--- src/rtl/expr_string_gen_if.sv ---
// Byte-stream handshake between the expression generator and its consumer.
interface expr_string_gen_if;
   logic       out_valid;
   logic       out_ready;
   logic [7:0] out_char;
   logic       out_last;

   modport master (output out_valid, output out_char, output out_last, input out_ready);
   modport slave  (input out_valid, input out_char, input out_last, output out_ready);
endinterface

--- src/rtl/expr_string_gen.sv ---
// Buffers up to DEPTH terms and serializes them as "d(op d)*" ASCII bytes
// over a valid/ready stream with a last-byte flag and a completion pulse.
module expr_string_gen #(
   parameter int DEPTH  = 8,
   parameter int ADDR_W = 3
) (
   input  logic              clk,
   input  logic              clr,
   input  logic              wr_en,
   input  logic [3:0]        wr_digit,
   input  logic              wr_op,
   output logic              full,
   output logic [ADDR_W:0]   count,
   input  logic              start,
   output logic              busy,
   output logic              done,
   output logic              err,
   expr_string_gen_if.master ob
);

   typedef enum logic [1:0] {IDLE, DIG, OP, FIN} state_t;

   localparam logic [ADDR_W:0] DEPTH_C = (ADDR_W+1)'(DEPTH);
   localparam logic [ADDR_W:0] ONE_C   = (ADDR_W+1)'(1);

   state_t              state_r, state_nxt_s;
   logic [ADDR_W-1:0]   idx_r, idx_nxt_s, idx_inc_s;
   logic [ADDR_W:0]     count_r, count_nxt_s;
   logic                full_r, full_nxt_s;
   logic                valid_r, valid_nxt_s;
   logic [7:0]          char_r, char_nxt_s;
   logic                last_r, last_nxt_s;
   logic                done_r, done_nxt_s;
   logic                busy_r, busy_nxt_s;
   logic                err_r, err_nxt_s;
   logic [3:0]          digit_r [DEPTH];
   logic [DEPTH-1:0]    op_r;
   logic                xfer_s, start_ok_s, wr_try_s, wr_ok_s, wr_bad_s;

   assign xfer_s     = valid_r && ob.out_ready;
   assign start_ok_s = (state_r == IDLE) && start && (count_r != '0);
   // A write only competes with start when the start is actually taken
   assign wr_try_s   = (state_r == IDLE) && wr_en && !start_ok_s && !full_r;
   assign wr_ok_s    = wr_try_s && (wr_digit <= 4'd9);
   assign wr_bad_s   = wr_try_s && (wr_digit > 4'd9);
   assign idx_inc_s  = idx_r + ADDR_W'(1);

   // Next-state and next-output computation
   always_comb begin
      state_nxt_s = state_r;
      idx_nxt_s   = idx_r;
      count_nxt_s = count_r;
      valid_nxt_s = valid_r;
      char_nxt_s  = char_r;
      last_nxt_s  = last_r;
      done_nxt_s  = 1'b0;
      busy_nxt_s  = busy_r;
      err_nxt_s   = err_r;
      case (state_r)
         IDLE: begin
            if (start_ok_s) begin
               state_nxt_s = DIG;
               idx_nxt_s   = '0;
               valid_nxt_s = 1'b1;
               char_nxt_s  = 8'd48 + {4'd0, digit_r[0]};
               last_nxt_s  = (count_r == ONE_C);
               busy_nxt_s  = 1'b1;
               err_nxt_s   = 1'b0;
            end else if (wr_ok_s) begin
               count_nxt_s = count_r + ONE_C;
            end else if (wr_bad_s) begin
               err_nxt_s = 1'b1;
            end else begin
               state_nxt_s = IDLE;
            end
         end
         DIG: begin
            if (xfer_s && last_r) begin
               state_nxt_s = FIN;
               valid_nxt_s = 1'b0;
               char_nxt_s  = 8'd0;
               last_nxt_s  = 1'b0;
               done_nxt_s  = 1'b1;
               busy_nxt_s  = 1'b0;
               count_nxt_s = '0;
            end else if (xfer_s) begin
               state_nxt_s = OP;
               char_nxt_s  = op_r[idx_inc_s] ? 8'd42 : 8'd43;
               last_nxt_s  = 1'b0;
            end else begin
               state_nxt_s = DIG;
            end
         end
         OP: begin
            if (xfer_s) begin
               state_nxt_s = DIG;
               idx_nxt_s   = idx_inc_s;
               char_nxt_s  = 8'd48 + {4'd0, digit_r[idx_inc_s]};
               last_nxt_s  = ({1'b0, idx_inc_s} == (count_r - ONE_C));
            end else begin
               state_nxt_s = OP;
            end
         end
         FIN: begin
            state_nxt_s = IDLE;
         end
         default: begin
            state_nxt_s = IDLE;
            valid_nxt_s = 1'b0;
            busy_nxt_s  = 1'b0;
         end
      endcase
      full_nxt_s = (count_nxt_s == DEPTH_C);
   end

   // State and registered outputs, cleared synchronously by clr
   always_ff @(posedge clk) begin
      if (clr) begin
         state_r <= IDLE;
         idx_r   <= '0;
         count_r <= '0;
         full_r  <= 1'b0;
         valid_r <= 1'b0;
         char_r  <= 8'd0;
         last_r  <= 1'b0;
         done_r  <= 1'b0;
         busy_r  <= 1'b0;
         err_r   <= 1'b0;
      end else begin
         state_r <= state_nxt_s;
         idx_r   <= idx_nxt_s;
         count_r <= count_nxt_s;
         full_r  <= full_nxt_s;
         valid_r <= valid_nxt_s;
         char_r  <= char_nxt_s;
         last_r  <= last_nxt_s;
         done_r  <= done_nxt_s;
         busy_r  <= busy_nxt_s;
         err_r   <= err_nxt_s;
      end
   end

   // Term storage; emptiness is tracked by count_r alone
   always_ff @(posedge clk) begin
      if (wr_ok_s) begin
         digit_r[count_r[ADDR_W-1:0]] <= wr_digit;
         op_r[count_r[ADDR_W-1:0]]    <= wr_op;
      end
   end

   assign full         = full_r;
   assign count        = count_r;
   assign busy         = busy_r;
   assign done         = done_r;
   assign err          = err_r;
   assign ob.out_valid = valid_r;
   assign ob.out_char  = char_r;
   assign ob.out_last  = last_r;

endmodule

--- src/flat_wrapper.sv ---
// flat-port wrapper written by rule: the top's interface ports become plain ports
module expr_string_gen_flat 
#(
   parameter int DEPTH  = 8,
   parameter int ADDR_W = 3
)
  (clk, clr, wr_en, wr_digit, wr_op, full, count, start, busy, done, err, ob_out_valid, ob_out_char, ob_out_last, ob_out_ready);
  expr_string_gen_if ob_i ();
  input  logic clk;
  input  logic clr;
  input  logic wr_en;
  input  logic [3:0] wr_digit;
  input  logic wr_op;
  output logic full;
  output logic [ADDR_W:0] count;
  input  logic start;
  output logic busy;
  output logic done;
  output logic err;
  output wire logic [$bits(ob_i.out_valid)-1:0] ob_out_valid;
  output wire logic [$bits(ob_i.out_char)-1:0] ob_out_char;
  output wire logic [$bits(ob_i.out_last)-1:0] ob_out_last;
  input wire logic [$bits(ob_i.out_ready)-1:0] ob_out_ready;
  assign ob_out_valid = ob_i.out_valid;
  assign ob_out_char = ob_i.out_char;
  assign ob_out_last = ob_i.out_last;
  assign ob_i.out_ready = ob_out_ready;
  expr_string_gen #(.DEPTH(DEPTH), .ADDR_W(ADDR_W)) u_core (.clk(clk), .clr(clr), .wr_en(wr_en), .wr_digit(wr_digit), .wr_op(wr_op), .full(full), .count(count), .start(start), .busy(busy), .done(done), .err(err), .ob(ob_i));
endmodule
--- config.mk ---
export PLATFORM = sky130hd
export DESIGN_NAME = expr_string_gen_flat
export DESIGN_NICKNAME = d
export VERILOG_FILES = /design/src/rtl/expr_string_gen_if.sv /design/src/rtl/expr_string_gen.sv /design/src/flat_wrapper.sv
export SDC_FILE = /design/constraint.sdc
export NUM_CORES = 1
export LEC_CHECK = 0
export ABC_AREA = 1
export BUFFER_PORTS_ARGS = -buffer_cell sky130_fd_sc_hd__buf_2
export CORE_MARGIN = 4
export CORE_UTILIZATION = 33
export DETAILED_ROUTE_END_ITERATION = 8
export GPL_TIMING_DRIVEN = 0
export PLACE_DENSITY = 0.5
export SETUP_SLACK_MARGIN = 0.2
export SLEW_MARGIN = 30
export SYNTH_ARGS = -nofsm -noshare
export SYNTH_HDL_FRONTEND = slang
export SYNTH_SLANG_ARGS = --single-unit
--- constraint.sdc ---
create_clock -name clk -period 3.7 [get_ports clk]
set_clock_uncertainty 0.2 [all_clocks]
set_input_delay 0.185 -clock clk [delete_from_list [all_inputs] [get_ports clk]]
set_output_delay 0.185 -clock clk [all_outputs]
set_load 0.1 [all_outputs]
==> out/summary.txt <==
Switching Share - 0.4836
CTS clk-pin slew, worst paths - 80 ps
I/O Pins - 28
CP cell instances - inv_1, ha_1, buf_4, nand2_1, inv_1, nand2_4, nand2_1, inv_1, nand3_1, nor3_1
Share of power burned in registers - 0.312
Post-synthesis cell type count - 35
Worst skew pair latency - 340 ps
Cts repair resizes - 0
Cts bufs inserted - 9
Synth top area cells - edfxtp_1 (42%), dfxtp_1 (14%), nand2_1 (8.5%), o21ai_0 (4.7%), nor2_1 (4.4%)
DRT iter0 DRCs - 119
Max_slew headroom - 0.3518
Most frequent cell after synthesis - nand2_1
Vias per inst - 4.753
Total iterations of the first detailed-routing run - 5
Pin count of the biggest net entering global routing - 14
Routed WL - 7087 um
Reg2reg setup slack - 820 ps
Power density over cell area - 823.6 nW/um^2
Final instance area - 3416 um^2
Final setup vio count - 0
Cells after Synth - 316
Initial antenna violation count - 0
First-pass GRT wire length - 11,220 um
Warnings from Yosys - 0
Routability congestion estimate from global placement - 0.8055
EDFF count, synth - 40
Post-route DRC - 0
Worst-path fanout max - 10
Antenna-violating nets left - 0
Tot Pwr - 2813 uW
Root buf cell - clkbuf_8
Critical Path AT - 2640 ps
# clock sinks - 60
CP Class - reg2reg
Setup_tns - 0 ps
Post-Syn Area - 2880 um^2
Share of the synthesized area in the top cell type - 0.4170
Crit path launch type - flip-flop
CP max stage cell - nor3_1
CTS tree - done
Port Buffer Count - 25
Internal power - 1453 uW
Min Tclk post-route - 2876 ps
Site row count - 33
Fillers - 850
Max Root-Sink Buffers - 2
Avg Synthesized Cell Area - 9.115 um^2
Final Util - 0.4095
#FFs+latches synth - 60
Via Count - 2,229
GRT Total Usage - 0.1450
Die Width - 101.4 um
Synth area leader - edfxtp_1
Area after DPL - 3141 um^2
Core area - 8341 um^2
Nets - 379
Htree depth - 3
Die height - 101.4 um
Vias in the first global route - 2,126
Initial Utilization - 0.3453
Final-report max-slew violation count - 0
Die Area - 10,290 um^2
Register area share after synthesis - 0.5560
Clock power share - 0.221
F_max - 347.7 MHz
Top Family by Delay on Critical Path - simple AND/OR/NAND/NOR gates
VDD IR max - 0.0002938 V
Antenna cell count - 0
Crit path largest cell delay - 780 ps
Worst hold slack - 129.9 ps
Leakage Power - 0.001451 uW
Combinational power share - 0.468
Final Hold Vio Count - 0
Sw power - 1361 uW
CP required - 3460 ps
Crit end category - flip-flop
Max-cap violations - 0
WP buf/inv - 4
Slew @ Worst Pin - 964.9 ps
Worst path most repeated cell - inv_1
DR WL/cell - 15.11 um
Leading cell types by count after synthesis - nand2_1 (65), edfxtp_1 (40), nor2_1 (34)
Most common flop cell mapped by yosys - edfxtp_1
Ys async rst share - 0
Status - finished clean
Layout cells sized above 1 - 0.1758
Hold Path Class - in2reg
Post-DP HPWL - 4894 um
Tcrit/Tclk final - 0.7774
RSZ-0062 raised after global routing - false
Area added between synthesis and finish - 18.59%
Gr ovfl total - 0
-- per-stage QoR --
| step | worst slack (ps) | cells |
|---|---|---|
| 2_1_floorplan | 1080 | 317 |
| 3_3_place_gp | 856.3 | 447 |
| 3_5_place_dp | 827.4 | 447 |
| 4_1_cts | 819.5 | 469 |
| 5_1_grt | 682.6 | 469 |
| 6_report | 823.7 | 469 |
-- cell usage in the layout (no fill, tap or decap), drive strengths merged, types with 2 or more instances in the layout --
master / n
xnor2: 2
o21ai: 29
buf: 34
nor2: 37
nand2: 67
o211ai: 2
a21oi: 20
conb: 2
clkbuf: 12
ha: 10
or2: 2
dlygate4sd3: 6
inv: 39
nand4: 4
nor3: 5
nand3: 22
xor2: 2
dfxtp: 20
edfxtp: 40
a211oi: 3
-- metal layers --
metal  up-vias  global-route usage  part of all wire
li1       1141                   -                 -
met1      1022              0.2029              0.48
met2        57              0.2198              0.45
met3         9             0.03168             0.057
met4         0             0.05521             0.015
met5         -                   0                 0
-- power by group through the flow --
stage	logic, uW	registers [uW]	clock network, uW
finish	1320	877	620
global placement	1300	890	0
CTS	1320	877	636
global route	1450	890	664
detailed placement	1310	892	0
floorplan	691	1230	0
-- worst reg2reg max path, delay by kind of cell, from the launching register on --
kind | cells | cell delay (ps)
and+or+nand+nor | 5 | 1260
buffers and inverters | 4 | 480
DFF | 1 | 380
adders and majority gates | 1 | 180
-- final timing paths --
path	startpoint	to	cells past startpoint
worst max-delay path	u_core.state_r[1]$_SDFFE_PP0P_	u_core.digit_r[4][3]$_DFFE_PP_	10
worst min-delay path	ob_out_ready	u_core.done$_SDFF_PP0_	5
worst max register to register	u_core.state_r[1]$_SDFFE_PP0P_	u_core.digit_r[4][3]$_DFFE_PP_	10
worst min register to register	u_core.ob.out_char[0]$_SDFFE_PP0P_	u_core.ob.out_char[0]$_SDFFE_PP0P_	2
-- final cells by class --
cell class	count	area (um^2)	share of cell area
plain buffers	12	72.57	0.02125
clock buffers	9	123.9	0.03626
clock inverters	7	81.33	0.02381
inverters	35	131.4	0.03846
multi-input cells	210	1089	0.3187
flip-flops and latches	60	1602	0.4689
well taps	105	131.4	0.03846
repair buffers	31	185.2	0.05421
-- kinds of logic (layout without fill, tap and decap cells) --
family / count (synthesis) / in the layout / share of synthesized area
and+or+nand+nor: 137 / 137 / 0.2072
DFF: 60 / 60 / 0.5560
AOI/OAI and AO/OA: 57 / 57 / 0.1064
buffers and inverters: 47 / 94 / 0.07081
adders and majority gates: 10 / 10 / 0.04344
xor gates and xnor gates: 4 / 4 / 0.01477
other: 1 / 2 / 0.001302
-- state kept, by name, indices dropped and copies added (netlist names) --
name and cells:
u_core.ob.out_valid 1, u_core.digit_r 32, u_core.ob.out_last 1, u_core.op_r 8
u_core.err 1, u_core.count 4, u_core.state_r 2, u_core.done 1
u_core.ob.out_char 6, u_core.full 1, u_core.idx_r 3
-- what timing repair did --
item | in CTS | in global routing
endpoints found under the hold margin | 42 | 0
setup endpoints to repair | 0 | 0
hold buffers | 6 | 0
setup buffers | 0 | 0
(Power assumes the default switching activity.)
